File: config.mk
export PLATFORM = sky130hd
export DESIGN_NAME = image_sensor_emulator
export DESIGN_NICKNAME = d
export VERILOG_FILES = /design/src/rtl/image_sensor_emulator.sv
export SDC_FILE = /design/constraint.sdc
export NUM_CORES = 1
export LEC_CHECK = 0
export BUFFER_PORTS_ARGS = -buffer_cell sky130_fd_sc_hd__buf_2
export CORE_UTILIZATION = 45
export DETAILED_ROUTE_END_ITERATION = 16
export GPL_ROUTABILITY_DRIVEN = 0
export SLEW_MARGIN = 15
export SYNTH_ARGS = -nofsm -noshare
export SYNTH_HDL_FRONTEND = slang
export SYNTH_SLANG_ARGS = --single-unit
File: constraint.sdc
create_clock -name clk -period 5.3 [get_ports clk]
set_input_delay 1.06 -clock clk [delete_from_list [all_inputs] [get_ports clk]]
set_output_delay 1.06 -clock clk [all_outputs]
set_load 0.005 [all_outputs]
File: src/rtl/image_sensor_emulator.sv
// Synthetic parallel-bus camera source: frame/line valid, exposure strobe and
// 12-bit test-pattern pixels with run-time geometry, blanking and pattern.
module image_sensor_emulator #(
  parameter int CNT_W = 12
) (
  input  logic             clk,
  input  logic             reset_n,
  input  logic             enable,
  input  logic             trigger,
  input  logic [CNT_W-1:0] width,
  input  logic [CNT_W-1:0] height,
  input  logic [CNT_W-1:0] hblank,
  input  logic [CNT_W-1:0] vblank,
  input  logic [1:0]       pattern,
  output logic             img_fv,
  output logic             img_lv,
  output logic             img_strobe,
  output logic [11:0]      img_pix,
  output logic             frame_done,
  output logic             busy
);

  typedef enum logic [2:0] {IDLE, SOF, LINE, HBLANK, EOF, VBLANK} state_t;

  state_t           state;
  logic [CNT_W-1:0] x, y, blank_cnt;
  logic [CNT_W-1:0] width_lat, height_lat, hblank_lat, vblank_lat;
  logic [1:0]       pattern_lat;
  logic [11:0]      frame_cnt;
  logic [CNT_W-1:0] x_next, y_next;
  logic             last_x, last_y, last_h, last_v, sof_entry;

  function automatic logic [CNT_W-1:0] clamp(input logic [CNT_W-1:0] v);
    return (v == '0) ? {{(CNT_W-1){1'b0}}, 1'b1} : v;
  endfunction

  function automatic logic [11:0] pixel_value(input logic [1:0] pat, input logic [11:0] px,
                                              input logic [11:0] py, input logic [11:0] fc);
    case (pat)
      2'd0:    return px;
      2'd1:    return py;
      2'd2:    return (px[3] ^ py[3]) ? 12'hFFF : 12'h000;
      default: return px + py + fc;
    endcase
  endfunction

  always_comb begin
    x_next    = x + 1'b1;
    y_next    = y + 1'b1;
    last_x    = (x == width_lat - 1'b1);
    last_y    = (y == height_lat - 1'b1);
    last_h    = (blank_cnt == hblank_lat - 1'b1);
    last_v    = (blank_cnt == vblank_lat - 1'b1);
    sof_entry = ((state == IDLE) && (enable || trigger)) ||
                ((state == VBLANK) && last_v && enable);
  end

  // Frame configuration is sampled once per frame so mid-frame edits wait for the next SOF.
  always_ff @(posedge clk) begin
    if (sof_entry) begin
      width_lat   <= clamp(width);
      height_lat  <= clamp(height);
      hblank_lat  <= clamp(hblank);
      vblank_lat  <= clamp(vblank);
      pattern_lat <= pattern;
    end
  end

  always_ff @(posedge clk) begin
    if (!reset_n) begin
      state      <= IDLE;
      x          <= '0;
      y          <= '0;
      blank_cnt  <= '0;
      frame_cnt  <= '0;
      img_fv     <= 1'b0;
      img_lv     <= 1'b0;
      img_strobe <= 1'b0;
      img_pix    <= '0;
      frame_done <= 1'b0;
      busy       <= 1'b0;
    end else begin
      frame_done <= 1'b0;
      case (state)
        IDLE: begin
          if (sof_entry) begin
            state  <= SOF;
            img_fv <= 1'b1;
            busy   <= 1'b1;
          end
        end
        SOF: begin
          state   <= LINE;
          x       <= '0;
          y       <= '0;
          img_lv  <= 1'b1;
          img_pix <= pixel_value(pattern_lat, 12'd0, 12'd0, frame_cnt);
        end
        LINE: begin
          if (last_x) begin
            img_lv    <= 1'b0;
            img_pix   <= '0;
            blank_cnt <= '0;
            if (last_y) begin
              state      <= EOF;
              frame_done <= 1'b1;
            end else begin
              state <= HBLANK;
            end
          end else begin
            x       <= x_next;
            img_pix <= pixel_value(pattern_lat, x_next[11:0], y[11:0], frame_cnt);
          end
        end
        HBLANK: begin
          if (last_h) begin
            state   <= LINE;
            x       <= '0;
            y       <= y_next;
            img_lv  <= 1'b1;
            img_pix <= pixel_value(pattern_lat, 12'd0, y_next[11:0], frame_cnt);
          end else begin
            blank_cnt <= blank_cnt + 1'b1;
          end
        end
        EOF: begin
          state      <= VBLANK;
          frame_cnt  <= frame_cnt + 12'd1;
          img_fv     <= 1'b0;
          img_strobe <= 1'b1;
          blank_cnt  <= '0;
        end
        VBLANK: begin
          if (last_v) begin
            img_strobe <= 1'b0;
            blank_cnt  <= '0;
            if (enable) begin
              state  <= SOF;
              img_fv <= 1'b1;
            end else begin
              state <= IDLE;
              busy  <= 1'b0;
            end
          end else begin
            blank_cnt <= blank_cnt + 1'b1;
          end
        end
        default: state <= IDLE;
      endcase
    end
  end

endmodule

# Word level (Yosys, flattened, before mapping)
# Cells that the tools add are included.
# W data, S select, Z words.
# totals
ff_bits	118
latch_bits	0
ram_bits	0
rom_bits	0
inputBits	54
output_inout_bits	17
word_cells	112
memories	0
# classes
addsub	11
n_mul	0
div_mod_pow	0
magnitude_cmp	0
n_eq_ne	19
n_shift	0
muxes	37
bitwise_logic	1
n_reduce_logical	28
# op_table
op	n
$pmux W12 S3	4
$mux W12	11
$add A12 B1 Y12 const B	4
$eq A12 B12 Y1	4
$logic_not A12 Y1	4
$pmux W12 S4	1
$sub A12 B1 Y12 const B	4
$add A12 B12 Y12	3
$pmux W12 S2	1
$pmux W3 S6	1
$ne A2 B2 Y1 const B	8
$mux W3	5
$reduce_and A3 Y1	4
$reduce_and A4 Y1	3
$mux W1	10
$eq A3 B2 Y1 const B	2
$eq A3 B3 Y1 const B	2
$pmux W1 S3	2
$reduce_and A2 Y1	3
$reduce_bool A2 Y1	3
$reduce_bool A3 Y1	2
$pmux W1 S2	2
$reduce_bool A4 Y1	1
$eq A3 B1 Y1 const B	1
8 further kinds	11

# Depth between registers and ports, before layout
# Gate-level depths: netlist of the first run.
# depth
word_depth	7
depth_mapped	16

# Least setup slack after synthesis of the first run
# OpenSTA, ideal clock, no wires.
# synth_timing
path_kind	reg2reg
from	reg vblank_lat[0]
to	reg hblank_lat[0], enable pin
arrival_time_ns	4.037
required_ns	4.842
setup_slack_ns	0.805
stages_incl_launch_ff	10
cell_sequence	edfxtp_1 -> or4_1 -> clkbuf_1 -> nor3b_1 -> a2bb2oi_1 -> o32ai_1 -> nand4_1 -> nor2_1 -> a31oi_1 -> nor2_1
# synth_between
elab_chain_cells	5
# synth_lines
item	line	source
start, declared	27	logic [CNT_W-1:0] width_lat, height_lat, hblank_lat, vblank_lat;
start signal, assigned	64	vblank_lat <= clamp(vblank);
$sub A12 B1 Y12	53	last_v = (blank_cnt == vblank_lat - 1'b1);
$eq A12 B12 Y1	53	
$logic_and A1 B1 Y1 (2 in series)	55	((state == VBLANK) && last_v && enable);
$logic_or A1 B1 Y1	54	sof_entry = ((state == IDLE) && (enable || trigger)) ||
named net sof_entry	31	logic last_x, last_y, last_h, last_v, sof_entry;
end signal, assigned	63	hblank_lat <= clamp(hblank);
end, declared	27	
# The timed path passes the listed nets, and every way through them passes these cells.
# A chain may end at the register's enable or synchronous reset.

# Worst setup path in the final report of the first run
# layout_timing
from	reg x[0]
to	reg img_pix[11]
# layout_between
elab_chain_cells	6
word_cells_on_any_way	9
classes_between	add/sub (3); eq/ne (1); mux (4); bitwise (1)
# layout_lines
item	line	source
start, declared	26	logic [CNT_W-1:0] x, y, blank_cnt;
start signal, assigned	111	x <= x_next;
$add A12 B1 Y12	48	x_next = x + 1'b1;
$add A12 B12 Y12 or $xor A1 B1 Y1 (tied branches)	43, 42	
$add A12 B12 Y12 or $mux W12 (tied branches)	43, 42	
$pmux W12 S3	39	case (pat)
$mux W12 *	100	if (last_x) begin
$pmux W12 S3 *	84	case (state)
end signal, assigned	97	img_pix <= pixel_value(pattern_lat, 12'd0, 12'd0, frame_cnt);
end signal, assigned	112	img_pix <= pixel_value(pattern_lat, x_next[11:0], y[11:0], frame_cnt);
end signal, assigned	121	img_pix <= pixel_value(pattern_lat, 12'd0, y_next[11:0], frame_cnt);
end, declared	18	output logic [11:0] img_pix,
# Every way passes the cells marked *; elsewhere a longest branch is shown, timed or not.

==> impl_metrics.env, run 1 <==
export IMPL_boundaryPins=71
export IMPL_grt_pass1_wl_um=34000
export IMPL_grt_max_degree=29
export IMPL_synth_edff_count=50
export IMPL_multi_input_area_um2=5140
export IMPL_relSlewSlack=0.412
export IMPL_ctsResizeCount=0
export IMPL_drive_above_1_share=0.135
export IMPL_overflow=0
export IMPL_netlist_instances=982
export IMPL_fin_skew_ns=0.0118
export IMPL_async_flop_share=0
export IMPL_regArea_um2=2860
export IMPL_max_vdd_ir_drop_v=0.000229
export IMPL_drc=0
export IMPL_vias_per_cell=5.88
export IMPL_dp_hpwl_um=16200
export IMPL_syn2layout_area_growth_pct=10.8
export IMPL_finalSetupTns_ns=0
export IMPL_hp_start="img_pix[0]"
export IMPL_cts_buffer_depth=2
export IMPL_fp_coreArea_um2=18300
export IMPL_dp_slack_ns=1.47
export IMPL_cts_hold_buf=0
export IMPL_dieArea_um2=19500
export IMPL_start_util=0.466
export IMPL_crit_fanout=6
export IMPL_syn_area_um2=8520
export IMPL_worstPathRequired_ns=5.56
export IMPL_cp_arrival_ns=4.12
export IMPL_track_usage=0.223
export IMPL_grt_pass1_vias=6532
export IMPL_grt_setup_unrepaired="no"
export IMPL_cts_buffers=17
export IMPL_cap_violations=0
export IMPL_synthFlopType="dfxtp_1"
export IMPL_cpLargestDelayFamily="compound AO/OA/AOI/OAI gates"
export IMPL_ys_ff_latch=118
export IMPL_clock_sinks=118
export IMPL_cts_root_buf="clkbuf_16"
export IMPL_final_cell_mix="nor2_1 (74), buf_2 (70), dfxtp_1 (68), nand2_1 (67), xnor2_1 (58)"
export IMPL_routed_wl_um=21500
export IMPL_period_share=0.729
export IMPL_fp_dieH_um=140
export IMPL_syn_avg_cell_area_um2=8.67
export IMPL_end_kind="register"
export IMPL_post_cts_buffers=0
export IMPL_insertion_delay_ns=0.42
export IMPL_ys_types=83
export IMPL_cts_tree="yes"
export IMPL_antenna_found_initial=1
export IMPL_power_density_nw_per_um2=375
export IMPL_period_needed_ns=3.86
export IMPL_diodes=0
export IMPL_hp_class="reg -> reg"
export IMPL_startpoint="x[0]"
export IMPL_num_rows=49
export IMPL_max_freq_mhz=259
export IMPL_finalSetupViolCount=0
export IMPL_yosysWarnings=0
export IMPL_path_class="reg -> reg"
export IMPL_slew_viol_final=0
export IMPL_vias=7189
export IMPL_ant_nets=0
export IMPL_clk_pin_slew_worst_paths_ns=0.06
export IMPL_nets=1076
export IMPL_status="finished, final reports clean"
export IMPL_fin_ws_ns=1.44
export IMPL_crit_chain="ha_1 > and3_1 > and3_1 > nand3_1 > xnor2_1 > fa_1 > ha_1 > o41ai_1 > o21ai_0 > xor2_1 > o211ai_1 > a41oi_1"
export IMPL_cellLeakagePower_nw=3.58
export IMPL_finalHoldViolCount=0
export IMPL_critPathMaxStageDelay_ns=0.55
export IMPL_drt_iter0_drc=445
export IMPL_fillerInstances=1715
export IMPL_cts_max_level=4
export IMPL_r2r_slack_ns=1.44
export IMPL_max_slew_worst_pin_slew_ns=0.881
export IMPL_die_w_um=140
export IMPL_mostFrequentLayoutCell="nor2_1"
export IMPL_r2r_start="x[0]"
export IMPL_cp_num_buf_inv=0
export IMPL_synth_seq_area_share=0.336
export IMPL_cp_start_kind="register"
export IMPL_syn_nets=1078
export IMPL_wl_per_cell_um=17.6
export IMPL_dr_pass1_iters=5
export IMPL_cp_slowest_cell="o41ai_1"
export IMPL_portBuffers=70
[power by group]
part	total, mW	internal [mW]	switching [mW]	leakage [nW]
Clock	1.20	0.775	0.427	0.289
Combinational	0.948	0.372	0.575	2.26
Sequential	1.38	1.17	0.217	1.03
[cell type report]
class,count,share of cell area
multi-input cells,727,0.545
flip-flops and latches,118,0.303
clock buffers,21,0.0499
repair buffers,71,0.0379
well taps,229,0.0304
inverters,45,0.0179
clock inverters,11,0.0155
[registers in the layout (all words and copies together), names as in the netlist]
name	flops
img_pix	12
x	12
img_fv	1
hblank_lat	12
frame_done	1
frame_cnt	12
y	12
img_strobe	1
height_lat	12
blank_cnt	12
busy	1
width_lat	12
pattern_lat	2
state	3
img_lv	1
vblank_lat	12
[routing by layer]
layer | up-vias | share of wire | GRT usage
li1 | 3596 | - | -
met1 | 3388 | 0.49 | 0.312
met2 | 182 | 0.44 | 0.338
met3 | 21 | 0.054 | 0.0616
met4 | 2 | 0.011 | 0.0596
met5 | - | 0.00051 | 0
[final timing paths]
kind / to / cells past startpoint
min reg2reg: img_pix[0] / 2
min: img_pix[0] / 2
max reg2reg: img_pix[11] / 12
max: img_pix[11] / 12
[cells in the mapped netlist (4+ instances only)]
cell type,count,area (um2)
dfxtp_1,68,1360
nand4_1,13,81.3
nor4_1,18,113
mux4_2,4,90.1
nor2b_1,6,37.5
o21a_1,17,128
o31ai_1,9,67.6
edfxtp_1,50,1500
inv_1,43,161
nor4b_1,5,43.8
nand4b_1,4,35.0
nand3_1,26,130
o21ai_0,48,240
a211oi_1,12,90.1
a22o_1,6,52.6
nand3b_1,5,37.5
a31oi_1,13,81.3
buf_1,4,15.0
mux2i_1,6,60.1
or4_1,9,67.6
o31a_1,8,70.1
o211ai_1,9,67.6
o41ai_1,5,43.8
ha_1,29,363
and3_1,15,93.8
clkbuf_1,83,312
o2111ai_1,5,43.8
nand2_1,67,251
nand2b_1,9,56.3
a31o_2,9,78.8
or2_2,5,31.3
a22oi_1,4,30.0
nor3b_1,7,52.6
xnor2_1,58,508
xor2_1,47,412
buf_2,5,25.0
o22ai_1,4,25.0
or3_1,10,62.6
fa_1,13,260
a21oi_1,40,200
a21o_1,11,82.6
nor3_1,35,175
nor2_1,75,282
[tightest hold or removal path: cells and delay by family (launching register included)]
kind,cells,cell delay [ns]
AO/OA/AOI/OAI,1,0.05
flip-flops,1,0.31
AND/OR/NAND/NOR,1,0.09
[kinds of logic after synthesis]
group                      Yosys count  synth area share
AOI/OAI and AO/OA                  246             0.204
and+or+nand+nor                    322             0.197
adders and majority gates           42            0.0732
muxes                               12            0.0203
xor gates and xnor gates           105             0.108
DFF                                118             0.336
buffers and inverters              137            0.0611
[through the flow]
stage	area, um2	util	power [mW]	hold slack, ns	instances
detailed placement	8820	0.483	2.34	0.498	1190
floorplan	8520	-	2.07	0.470	982
global route	9430	0.516	3.73	0.533	1222
CTS	9430	0.516	3.55	0.505	1222
finish	9430	0.516	3.53	0.500	1222
global placement	8820	0.483	2.34	0.510	1190
Note: power is estimated with default switching activity, not from simulation.
==> run 2, diff against run 1 <==
==> constraint.sdc (replaced) <==
create_clock -name clk -period 3.8 [get_ports clk]
set_input_delay 0.76 -clock clk [delete_from_list [all_inputs] [get_ports clk]]
set_output_delay 0.76 -clock clk [all_outputs]
set_load 0.005 [all_outputs]
==> impl_metrics.env, run 2 (synthesis gave the netlist of run 1 again) <==
export IMPL_overflow=0
export IMPL_dpl_cell_count=1219
export IMPL_end_kind="register"
export IMPL_die_w_um=140
export IMPL_cts_root_buf="clkbuf_16"
export IMPL_clk_pin_slew_worst_paths_ns=0.05
export IMPL_power_frac_seq=0.382
export IMPL_syn2layout_area_growth_pct=12.7
export IMPL_drt_iter0_drc=535
export IMPL_cts_hold_buf=0
export IMPL_diodes=0
export IMPL_cp_start_kind="register"
export IMPL_grt_util_met2=0.362
export IMPL_hold_slack_ns=0.491
export IMPL_power_density_nw_per_um2=509
export IMPL_final_cell_mix="nor2_1 (74), buf_2 (70), dfxtp_1 (68), nand2_1 (67), xnor2_1 (58)"
export IMPL_hp_start="img_pix[0]"
export IMPL_dr_pass1_iters=5
export IMPL_dieArea_um2=19500
export IMPL_portBuffers=70
export IMPL_cellLeakagePower_nw=3.71
export IMPL_relSlewSlack=0.524
export IMPL_grt_max_degree=29
export IMPL_cts_buffer_depth=2
export IMPL_ctsResizeCount=0
export IMPL_startpoint="x[2]"
export IMPL_path_class="reg -> reg"
export IMPL_finalSetupTns_ns=0
export IMPL_vias=7458
export IMPL_num_rows=49
export IMPL_vias_per_cell=5.96
export IMPL_final_cells=1251
export IMPL_dp_hpwl_um=17000
export IMPL_finalSetupViolCount=0
export IMPL_clock_sinks=118
export IMPL_hp_class="reg -> reg"
export IMPL_p_sw_mw=1.70
export IMPL_slew_viol_final=0
export IMPL_fin_skew_ns=0.00891
export IMPL_combPwrFrac=0.303
export IMPL_wl_per_cell_um=17.7
export IMPL_track_usage=0.233
export IMPL_r2r_start="x[2]"
export IMPL_status="finished, final reports clean"
export IMPL_grt_pass1_vias=6876
export IMPL_max_freq_mhz=280
export IMPL_max_slew_worst_pin_slew_ns=0.696
export IMPL_use_met3=0.0468
export IMPL_crit_fanout=9
export IMPL_boundaryPins=71
export IMPL_start_util=0.466
export IMPL_fillerInstances=1730
export IMPL_grt_met1_usage=0.325
export IMPL_switching_share=0.348
export IMPL_cp_arrival_ns=3.88
export IMPL_post_cts_buffers=0
export IMPL_cap_violations=0
export IMPL_insertion_delay_ns=0.43
export IMPL_drc=0
export IMPL_critPathMaxStageDelay_ns=0.48
export IMPL_globalRoute_busiestLayer="met2"
export IMPL_worstPathRequired_ns=4.11
export IMPL_nets=1105
export IMPL_fp_coreArea_um2=18300
export IMPL_cts_buffers=17
export IMPL_mostFrequentLayoutCell="nor2_1"
export IMPL_grt_setup_unrepaired="no"
export IMPL_fp_dieH_um=140
export IMPL_ant_nets=0
export IMPL_max_vdd_ir_drop_v=0.000349
export IMPL_period_needed_ns=3.58
export IMPL_cts_max_level=4
export IMPL_finalHoldViolCount=0
export IMPL_r2r_slack_ns=0.22
export IMPL_cp_slowest_cell="fa_1"
export IMPL_period_share=0.941
export IMPL_crit_chain="nand4_1 > nor3_1 > xor2_1 > fa_1 > ha_1 > nor3_1 > o2111ai_1 > a31o_2 > a21oi_1 > xor2_1 > nand2_1 > a32oi_1 > a31oi_1"
export IMPL_antenna_found_initial=0
export IMPL_grt_pass1_wl_um=35600
export IMPL_clkPwrFrac=0.315
export IMPL_internal_power_mw=3.18
export IMPL_drive_above_1_share=0.155
export IMPL_routed_wl_um=22200
export IMPL_cts_tree="yes"
run 2: cell count changes in the layout (fill, tap and decap cells not counted), sizes merged:
| cell | before | now |
|---|---|---|
| inv | 45 | 44 |
| buf | 71 | 100 |
| bufinv | 3 | 2 |
| clkinvlp | 4 | 1 |
| clkinv | 4 | 9 |
run 2: final timing paths:
check / end / cells past startpoint
setup / recovery: img_pix[10] / 13
hold / removal: img_pix[0] / 2
setup reg to reg: img_pix[10] / 13
hold reg to reg: img_pix[0] / 2
run 2: metrics by stage:
stage               worst slack [ns]  instance area [um2]   util  power, mW
floorplan                      0.131                 8520      -       2.88
global placement               0.321                 9030  0.494       3.34
detailed placement             0.289                 9030  0.494       3.35
CTS                            0.268                 9590  0.525       4.91
global route                  0.0429                 9590  0.525       5.15
finish                         0.223                 9590  0.525       4.88
run 2: layout make-up:
| cell class | instances | area, um2 | area share |
|---|---|---|---|
| Inverter | 45 | 169 | 0.0176 |
| Multi-Input combinational cell | 727 | 5140 | 0.536 |
| Timing Repair Buffer | 100 | 576 | 0.0600 |
| Sequential cell | 118 | 2860 | 0.298 |
| Tap cell | 229 | 287 | 0.0299 |
| Clock buffer | 21 | 450 | 0.0469 |
| Clock inverter | 11 | 110 | 0.0115 |
run 2: metal layers:
metal  vias to the layer above  part of all wire
met5                         -                 0
met4                         0             0.020
met3                        41             0.059
met2                       225              0.45
met1                      3544              0.47
li1                       3648                 -
run 2: worst max-delay path: cells and delay by family (launching register included):
kind            cells  cell delay, ns
flops               1            0.47
compound gates      5            0.92
xor+xnor            2            0.51
fa+ha+maj           2            0.76
simple gates        4            0.82
run 2: power by group through the flow:
stage / registers, mW / clock network (mW) / logic [mW]
4_1_cts: 1.86 / 1.57 / 1.48
6_report: 1.86 / 1.54 / 1.48
3_3_place_gp: 1.89 / 0 / 1.46
5_1_grt: 1.90 / 1.62 / 1.63
2_1_floorplan: 1.82 / 0 / 1.06
3_5_place_dp: 1.89 / 0 / 1.47
